$ cat config.mk
export PLATFORM = sky130hd
export DESIGN_NAME = cis_line_sequencer
export DESIGN_NICKNAME = d
export VERILOG_FILES = /design/src/rtl/cis_seq_pkg.sv /design/src/rtl/cis_line_sequencer_quad_step_decoder.sv /design/src/rtl/cis_line_sequencer.sv
export SDC_FILE = /design/constraint.sdc
export NUM_CORES = 1
export LEC_CHECK = 0
export ABC_AREA = 1
export ABC_CLOCK_PERIOD_IN_PS = 2600
export CAP_MARGIN = 20
export CELL_PAD_IN_SITES_DETAIL_PLACEMENT = 1
export CELL_PAD_IN_SITES_GLOBAL_PLACEMENT = 1
export CORE_MARGIN = 5
export CORE_UTILIZATION = 37
export CTS_CLUSTER_DIAMETER = 30
export DETAILED_ROUTE_END_ITERATION = 8
export HOLD_SLACK_MARGIN = 0.05
export PLACE_DENSITY_LB_ADDON = 0.15
export REMOVE_ABC_BUFFERS = 1
export SKIP_LAST_GASP = 1
export SLEW_MARGIN = 5
export SYNTH_ARGS = -nofsm -noshare
export SYNTH_HDL_FRONTEND = slang
export SYNTH_HIERARCHICAL = 1
export SYNTH_SLANG_ARGS = --single-unit
$ cat constraint.sdc
create_clock -name clk -period 2.6 [get_ports clk]
set_input_delay 0.26 -clock clk [delete_from_list [all_inputs] [get_ports clk]]
set_output_delay 0.26 -clock clk [all_outputs]
set_load 0.05 [all_outputs]
$ cat src/rtl/cis_seq_pkg.sv
// Shared constants and state encoding for the CIS line sequencer.
package cis_seq_pkg;

    localparam int unsigned PIX_IDX_W      = 12;
    localparam int unsigned DEF_DUMMY_PIX  = 89;
    localparam int unsigned DEF_ACTIVE_PIX = 2592;

    localparam logic [1:0] ST_IDLE   = 2'd0;
    localparam logic [1:0] ST_SI     = 2'd1;
    localparam logic [1:0] ST_DUMMY  = 2'd2;
    localparam logic [1:0] ST_ACTIVE = 2'd3;

    typedef enum logic [1:0] {
        IDLE   = ST_IDLE,
        SI     = ST_SI,
        DUMMY  = ST_DUMMY,
        ACTIVE = ST_ACTIVE
    } seq_state_e;

    // Quadrature pins to a 0..3 position; forward motion is A leading B.
    function automatic logic [1:0] quad_phase(input logic a, input logic b);
        return {b, a ^ b};
    endfunction

endpackage

$ cat src/rtl/cis_line_sequencer_quad_step_decoder.sv
// Encoder front end: pin synchronizers, x4 quadrature decode and step-to-trigger division.
module quad_step_decoder
    import cis_seq_pkg::*;
#(
    parameter int unsigned STEP_W = 8
) (
    input  logic              clk,
    input  logic              rst_n,
    input  logic              enc_a,
    input  logic              enc_b,
    input  logic [STEP_W-1:0] step_div,
    output logic              trig
);

    logic [1:0]        a_sync;
    logic [1:0]        b_sync;
    logic [1:0]        phase_q;
    logic [1:0]        phase_now;
    logic [1:0]        delta;
    logic              fwd;
    logic              rev;
    logic [STEP_W-1:0] step_cnt;
    logic [STEP_W-1:0] step_lim;

    always_comb begin
        phase_now = quad_phase(a_sync[1], b_sync[1]);
        delta     = phase_now - phase_q;
        fwd       = (delta == 2'd1);
        rev       = (delta == 2'd3);
        step_lim  = (step_div == '0) ? STEP_W'(1) : step_div;
        trig      = fwd && (step_cnt >= step_lim - 1'b1);
    end

    // A two-position jump (delta == 2) is neither fwd nor rev and is dropped.
    always_ff @(posedge clk or negedge rst_n) begin
        if (!rst_n) begin
            a_sync   <= '0;
            b_sync   <= '0;
            phase_q  <= '0;
            step_cnt <= '0;
        end else begin
            a_sync  <= {a_sync[0], enc_a};
            b_sync  <= {b_sync[0], enc_b};
            phase_q <= phase_now;
            if (fwd) begin
                step_cnt <= trig ? '0 : step_cnt + 1'b1;
            end else if (rev && (step_cnt != '0)) begin
                step_cnt <= step_cnt - 1'b1;
            end
        end
    end

endmodule

$ cat src/rtl/cis_line_sequencer.sv
// CIS line sequencer: encoder-driven line triggers, SI/pixel-clock timing and active-pixel strobes.
// Optional internal line timer enabled by defining LSEQ_FREERUN_EN.
module cis_line_sequencer
    import cis_seq_pkg::*;
#(
    parameter int unsigned CLK_DIV    = 4,
    parameter int unsigned DUMMY_PIX  = DEF_DUMMY_PIX,
    parameter int unsigned ACTIVE_PIX = DEF_ACTIVE_PIX,
    parameter int unsigned STEP_W     = 8
) (
    input  logic                 clk,
    input  logic                 rst_n,
    input  logic                 enable,
    input  logic                 enc_a,
    input  logic                 enc_b,
    input  logic [STEP_W-1:0]    step_div,
    input  logic                 free_run,
    input  logic [23:0]          free_period,
    output logic                 sic,
    output logic                 sclk,
    output logic                 pix_valid,
    output logic [PIX_IDX_W-1:0] pix_idx,
    output logic                 line_start,
    output logic                 line_end,
    output logic                 busy,
    output logic                 overrun,
    output logic [15:0]          drop_cnt
);

    localparam int unsigned          DIV_W       = $clog2(CLK_DIV);
    localparam logic [DIV_W-1:0]     DIV_LAST    = DIV_W'(CLK_DIV - 1);
    localparam logic [DIV_W-1:0]     DIV_HALF    = DIV_W'(CLK_DIV / 2);
    localparam logic [PIX_IDX_W-1:0] DUMMY_LAST  = PIX_IDX_W'(DUMMY_PIX - 1);
    localparam logic [PIX_IDX_W-1:0] ACTIVE_LAST = PIX_IDX_W'(ACTIVE_PIX - 1);
    localparam bit                   NO_DUMMY    = (DUMMY_PIX == 0);

    seq_state_e           state;
    logic [DIV_W-1:0]     div;
    logic [DIV_W-1:0]     div_nxt;
    logic [PIX_IDX_W-1:0] cnt;
    logic                 pending;
    logic                 pending_n;
    logic                 overrun_n;
    logic [15:0]          drop_cnt_n;
    logic                 enc_trig;
    logic                 trig;
    logic                 tick;
    logic                 end_line;
    logic                 trig_ok;
    logic                 chain;
    logic                 start_idle;

    quad_step_decoder #(
        .STEP_W (STEP_W)
    ) u_dec (
        .clk      (clk),
        .rst_n    (rst_n),
        .enc_a    (enc_a),
        .enc_b    (enc_b),
        .step_div (step_div),
        .trig     (enc_trig)
    );

`ifdef LSEQ_FREERUN_EN
    logic [23:0] ft_timer;
    logic [23:0] ft_lim;
    logic        ft_trig;

    always_comb begin
        ft_lim  = (free_period == '0) ? 24'd1 : free_period;
        ft_trig = free_run && (ft_timer >= ft_lim - 1'b1);
        trig    = free_run ? ft_trig : enc_trig;
    end

    // Held at 0 while free_run is low, so each rising free_run restarts the period.
    always_ff @(posedge clk or negedge rst_n) begin
        if (!rst_n) begin
            ft_timer <= '0;
        end else if (!free_run || ft_trig) begin
            ft_timer <= '0;
        end else begin
            ft_timer <= ft_timer + 1'b1;
        end
    end
`else
    logic unused_freerun;

    always_comb begin
        unused_freerun = ^{free_run, free_period};
        trig           = enc_trig;
    end
`endif

    always_comb begin
        tick       = (div == DIV_LAST);
        div_nxt    = tick ? '0 : div + 1'b1;
        end_line   = (state == ACTIVE) && tick && (cnt == ACTIVE_LAST);
        trig_ok    = trig && enable;
        chain      = end_line && pending && enable;
        start_idle = (state == IDLE) && (pending ? enable : trig_ok);
        pending_n  = pending && !(((state == IDLE) && enable) || chain);
        overrun_n  = overrun;
        drop_cnt_n = drop_cnt;
        // A trigger in the final line cycle is treated as busy, like any other.
        if (trig_ok && !((state == IDLE) && !pending)) begin
            if (!pending) begin
                pending_n = 1'b1;
            end else begin
                overrun_n = 1'b1;
                if (drop_cnt != '1) begin
                    drop_cnt_n = drop_cnt + 1'b1;
                end
            end
        end
    end

    always_ff @(posedge clk or negedge rst_n) begin
        if (!rst_n) begin
            state    <= IDLE;
            div      <= '0;
            cnt      <= '0;
            pending  <= 1'b0;
            overrun  <= 1'b0;
            drop_cnt <= '0;
        end else begin
            pending  <= pending_n;
            overrun  <= overrun_n;
            drop_cnt <= drop_cnt_n;
            case (state)
                IDLE: begin
                    if (start_idle) begin
                        state <= SI;
                        div   <= '0;
                    end
                end
                SI: begin
                    div <= div_nxt;
                    if (tick) begin
                        cnt   <= '0;
                        state <= NO_DUMMY ? ACTIVE : DUMMY;
                    end
                end
                DUMMY: begin
                    div <= div_nxt;
                    if (tick) begin
                        if (cnt == DUMMY_LAST) begin
                            cnt   <= '0;
                            state <= ACTIVE;
                        end else begin
                            cnt <= cnt + 1'b1;
                        end
                    end
                end
                ACTIVE: begin
                    div <= div_nxt;
                    if (tick) begin
                        if (cnt == ACTIVE_LAST) begin
                            cnt   <= '0;
                            state <= chain ? SI : IDLE;
                        end else begin
                            cnt <= cnt + 1'b1;
                        end
                    end
                end
                default: state <= IDLE;
            endcase
        end
    end

    always_comb begin
        busy       = (state != IDLE);
        sic        = (state == SI);
        sclk       = busy && (div < DIV_HALF);
        pix_valid  = (state == ACTIVE) && (div == DIV_HALF);
        pix_idx    = pix_valid ? cnt : '0;
        line_start = (state == SI) && (div == '0);
        line_end   = pix_valid && (cnt == ACTIVE_LAST);
    end

endmodule

==> impl_results.md <==
- Switch Pwr: 0.00156 W
- Final setup vio count: 0
- Total global routing overflow: 0
- Largest net degree at the start of global routing: 28
- Antenna diodes: 0
- Clock sinks: 48
- Post-Place Worst Slack: -0.654 ns
- Average wire per cell in the routed design: 14.0 microns
- Clk slew on worst S/H paths: 0.10 ns
- Latest clock arrival within the worst-skew pair: 0.30 ns
- Number of global-route vias before repair: 3693
- CTS Root Buffer Type: sky130_fd_sc_hd__clkbuf_8
- Number of synthesized flops with an enable pin: 0
- Required time of the worst setup path: 2.79 ns
- Starting density of the core: 38.2%
- Global-route wire length before repair: 17200 microns
- Number of design-rule violations left by the first detailed-router iteration: 102
- Register share of total power: 32.9%
- Fill cell total of the finished layout: 1214
- Part of the Yosys area used for sequential elements: 33.7%
- TritonCTS clock tree: yes
- Worst Path Max Fanout: 5
- Slew Viols, Final: 0
- Fraction of final layout cells with drive strength greater than 1: 19.2%
- #FFs+latches synth: 48
- Most common library cells after synthesis: sky130_fd_sc_hd__nand2_1, sky130_fd_sc_hd__inv_1, sky130_fd_sc_hd__nor2_1
- Number of I/O port buffers: 47
- Netlist cell types: 32
- Static Leakage: 2.21 nW
- Storage element area: 1200 sq um
- Post-detailed-placement cell area: 4300 sq um
- Proportion of power drawn by combinational gates: 52.7%
- Leading area contributor after synthesis: sky130_fd_sc_hd__dfrtp_1
- Category of the most critical setup path: input port to register
- Most common cell in the synthesized netlist: sky130_fd_sc_hd__nand2_1
- Core Rows: 35
- Final core utilization: 48.5%
- Final weighted congestion in routability-driven placement: 0.834
- Full die area: 11700 sq um
- Number of standard cells in the final layout excluding fillers: 703
- Main flop type after synthesis: sky130_fd_sc_hd__dfrtp_1
- Number of antenna violations at the first check in global routing: 0
- Cells taking the most area after synthesis: sky130_fd_sc_hd__dfrtp_1, sky130_fd_sc_hd__nand2_1, sky130_fd_sc_hd__ha_1
- Final cycle utilization of the critical path: 95.4%
- Global-route usage over all layers: 17.9%
- Relative slew slack: 56.6%
- Average instance area after synthesis: 7.24 sq um
- Type of the tightest min-delay check: register to register
- Internal Dissipation: 0.00179 W
- Fraction of registers with async set or reset after synthesis: 100%
- Pwr per Cell Area: 739 nW/um^2
- Via total after detailed routing: 3403
- Status: finished, final reports clean
- Level count of the clock H-tree: 2
- Worst endpoint data arrival time: 2.67 ns
- Max-cap viol count: 0
- Area of the mapped netlist: 3570 sq um
- Number of nets in the finished design: 634
- Clock power frac: 14.4%
- Total clock buffers created by CTS: 5
- X dimension of the die: 108 microns
- Top Ports: 73
- Placeable core region: 9330 sq um
- Post-route cell area: 4520 sq um
- Kind of capture point of the worst setup path: register
- Switching portion of total power: 46.6%
- Number of buffers on the longest clock path: 2
- Area share of the largest cell type after synthesis: 33.7%
- Yosys warns: 6
- Synth-to-layout area growth: 26.8%
- DRC viols: 0
- Setup repair after global routing missed its margin: yes
- Syn Inst Count: 493
- Max IR drop VDD: 0.405 mV
- Startpoint types: input port
- Post-detailed-route via-to-cell ratio: 4.84
- Chip Height: 108 microns
- Initial DRT Pass Iterations: 4
- Highest clock frequency the design can meet: 403 MHz
- HPWL Detailed: 7660 microns
- Antenna violation net count after detailed routing: 0
- Minimum clock period after layout: 2.48 ns
- Total wire length: 9880 microns
- Count of endpoints failing hold in the final timing report: 0
- Final clock skew: 0.00823 ns
- Slew at the pin with the worst max-slew slack: 0.651 ns
- Setup slack after layout: 0.120 ns
- Instance count after placement with tap cells included: 687
- Combined area of the multi-input logic cells: 2060 sq um
## critical path, cell delays in order
cell and delay (ns):
sky130_fd_sc_hd__clkdlybuf4s50_1 0.42, sky130_fd_sc_hd__a21oi_2 0.15, sky130_fd_sc_hd__ha_2 0.23, sky130_fd_sc_hd__nand2_2 0.06, sky130_fd_sc_hd__xor2_1 0.13, sky130_fd_sc_hd__inv_1 0.06, sky130_fd_sc_hd__ha_1 0.29, sky130_fd_sc_hd__nand2_2 0.07
sky130_fd_sc_hd__nor2_2 0.13, sky130_fd_sc_hd__nand2_1 0.06, sky130_fd_sc_hd__nand2_1 0.07, sky130_fd_sc_hd__nand2_2 0.06, sky130_fd_sc_hd__inv_2 0.07, sky130_fd_sc_hd__nand3_4 0.09, sky130_fd_sc_hd__nor2_4 0.14, sky130_fd_sc_hd__buf_6 0.13
sky130_fd_sc_hd__inv_2 0.06, sky130_fd_sc_hd__o21ai_2 0.11, sky130_fd_sc_hd__nand2_1 0.07
## layout by cell type, fill, tap and decap left out, types with 2 or more instances in the layout
master / instances
sky130_fd_sc_hd__nand2_1: 113
sky130_fd_sc_hd__inv_1: 69
sky130_fd_sc_hd__nor2_1: 56
sky130_fd_sc_hd__dfrtp_1: 48
sky130_fd_sc_hd__buf_4: 42
sky130_fd_sc_hd__nand3_1: 40
sky130_fd_sc_hd__clkdlybuf4s50_1: 26
sky130_fd_sc_hd__ha_1: 22
sky130_fd_sc_hd__o21ai_0: 21
sky130_fd_sc_hd__xor2_1: 21
sky130_fd_sc_hd__inv_2: 12
sky130_fd_sc_hd__nand2_2: 12
sky130_fd_sc_hd__nand4_1: 10
sky130_fd_sc_hd__a21oi_1: 9
sky130_fd_sc_hd__nor3_1: 6
sky130_fd_sc_hd__o21ai_1: 6
sky130_fd_sc_hd__xnor2_1: 6
sky130_fd_sc_hd__clkbuf_8: 6
sky130_fd_sc_hd__nor2_2: 5
sky130_fd_sc_hd__nand2_4: 4
sky130_fd_sc_hd__nor2_4: 4
sky130_fd_sc_hd__nor3_2: 4
sky130_fd_sc_hd__nand3_4: 3
sky130_fd_sc_hd__nand3_2: 3
sky130_fd_sc_hd__buf_6: 3
sky130_fd_sc_hd__clkbuf_1: 2
sky130_fd_sc_hd__clkdlybuf4s15_1: 2
sky130_fd_sc_hd__dlygate4sd2_1: 2
sky130_fd_sc_hd__clkbuf_2: 2
sky130_fd_sc_hd__a21oi_2: 2
## registers in the layout (all words and copies together), names as in the netlist
signal / flops
u_dec/step_cnt: 8
drop_cnt: 16
div: 2
cnt: 12
overrun: 1
pending: 1
u_dec/phase_q: 2
u_dec/b_sync: 2
u_dec/a_sync: 2
state: 2
## metal layers
metal	wire, microns	up-vias	part of all wire [%]	global-route usage [%]
met3	264	5	2.7	2.21
met1	4670	1660	47	23.8
li1	-	1700	-	-
met5	0	-	0	0
met4	67	0	0.68	2.71
met2	4880	38	49	31.7
## stage by stage
stage	power [W]	hold WS, ns	setup TNS [ns]
after floorplan	0.00220	-0.0356	-6.31
after global placement	0.00275	0.333	-9.51
after global routing	0.00363	0.375	-0.0256
after CTS	0.00335	0.362	0
final	0.00335	0.352	0
after detailed placement	0.00281	0.327	-13.11
## worst paths after layout
path / start / endpoint / slack [ns] / depth (start not counted)
setup reg to reg: u_dec/b_sync[1] / drop_cnt[10] / 0.34 / 13
max in group asynchronous: rst_n / drop_cnt[8] / 1.45 / 3
min in group asynchronous: rst_n / u_dec/step_cnt[5] / 0.52 / 2
hold / removal: u_dec/a_sync[0] / u_dec/a_sync[1] / 0.35 / 0
hold reg to reg: u_dec/a_sync[0] / u_dec/a_sync[1] / 0.35 / 0
setup / recovery: step_div[0] / drop_cnt[10] / 0.12 / 19
## cells by family after synthesis
kind of cell	Yosys count	synth area share, %
AND/OR/NAND/NOR	263	34.4
buffers and inverters	89	10.6
adder cells (fa/ha/maj)	23	8.07
AO/OA/AOI/OAI	42	6.45
XOR/XNOR	28	6.87
flip-flops	48	33.7
## power by group through the flow
stage	clock network, W	logic (W)	registers [W]
global placement	0	0.00164	0.00111
floorplan	0	0.000840	0.00136
finish	0.000481	0.00176	0.00110
CTS	0.000501	0.00175	0.00111
detailed placement	0	0.00169	0.00112
global route	0.000540	0.00196	0.00113
## layout make-up
type                            count  area share, %
Tap cell                          129           3.57
Sequential cell                    48           26.5
Timing Repair Buffer               81           15.6
Multi-Input combinational cell    356           45.6
Clock buffer                        8           1.99
Inverter                           81           6.72
## timing repair
action / 4_1_cts / 5_1_grt
endpoints found under the setup margin: 20 / 23
setup buffers: 5 / 2
gates resized for setup: 24 / 17
hold buffers: 1 / 0
pin swaps: 9 / 11
cloned: 0 / 0
hold endpoints to repair: 25 / 0
(Power assumes the default switching activity.)
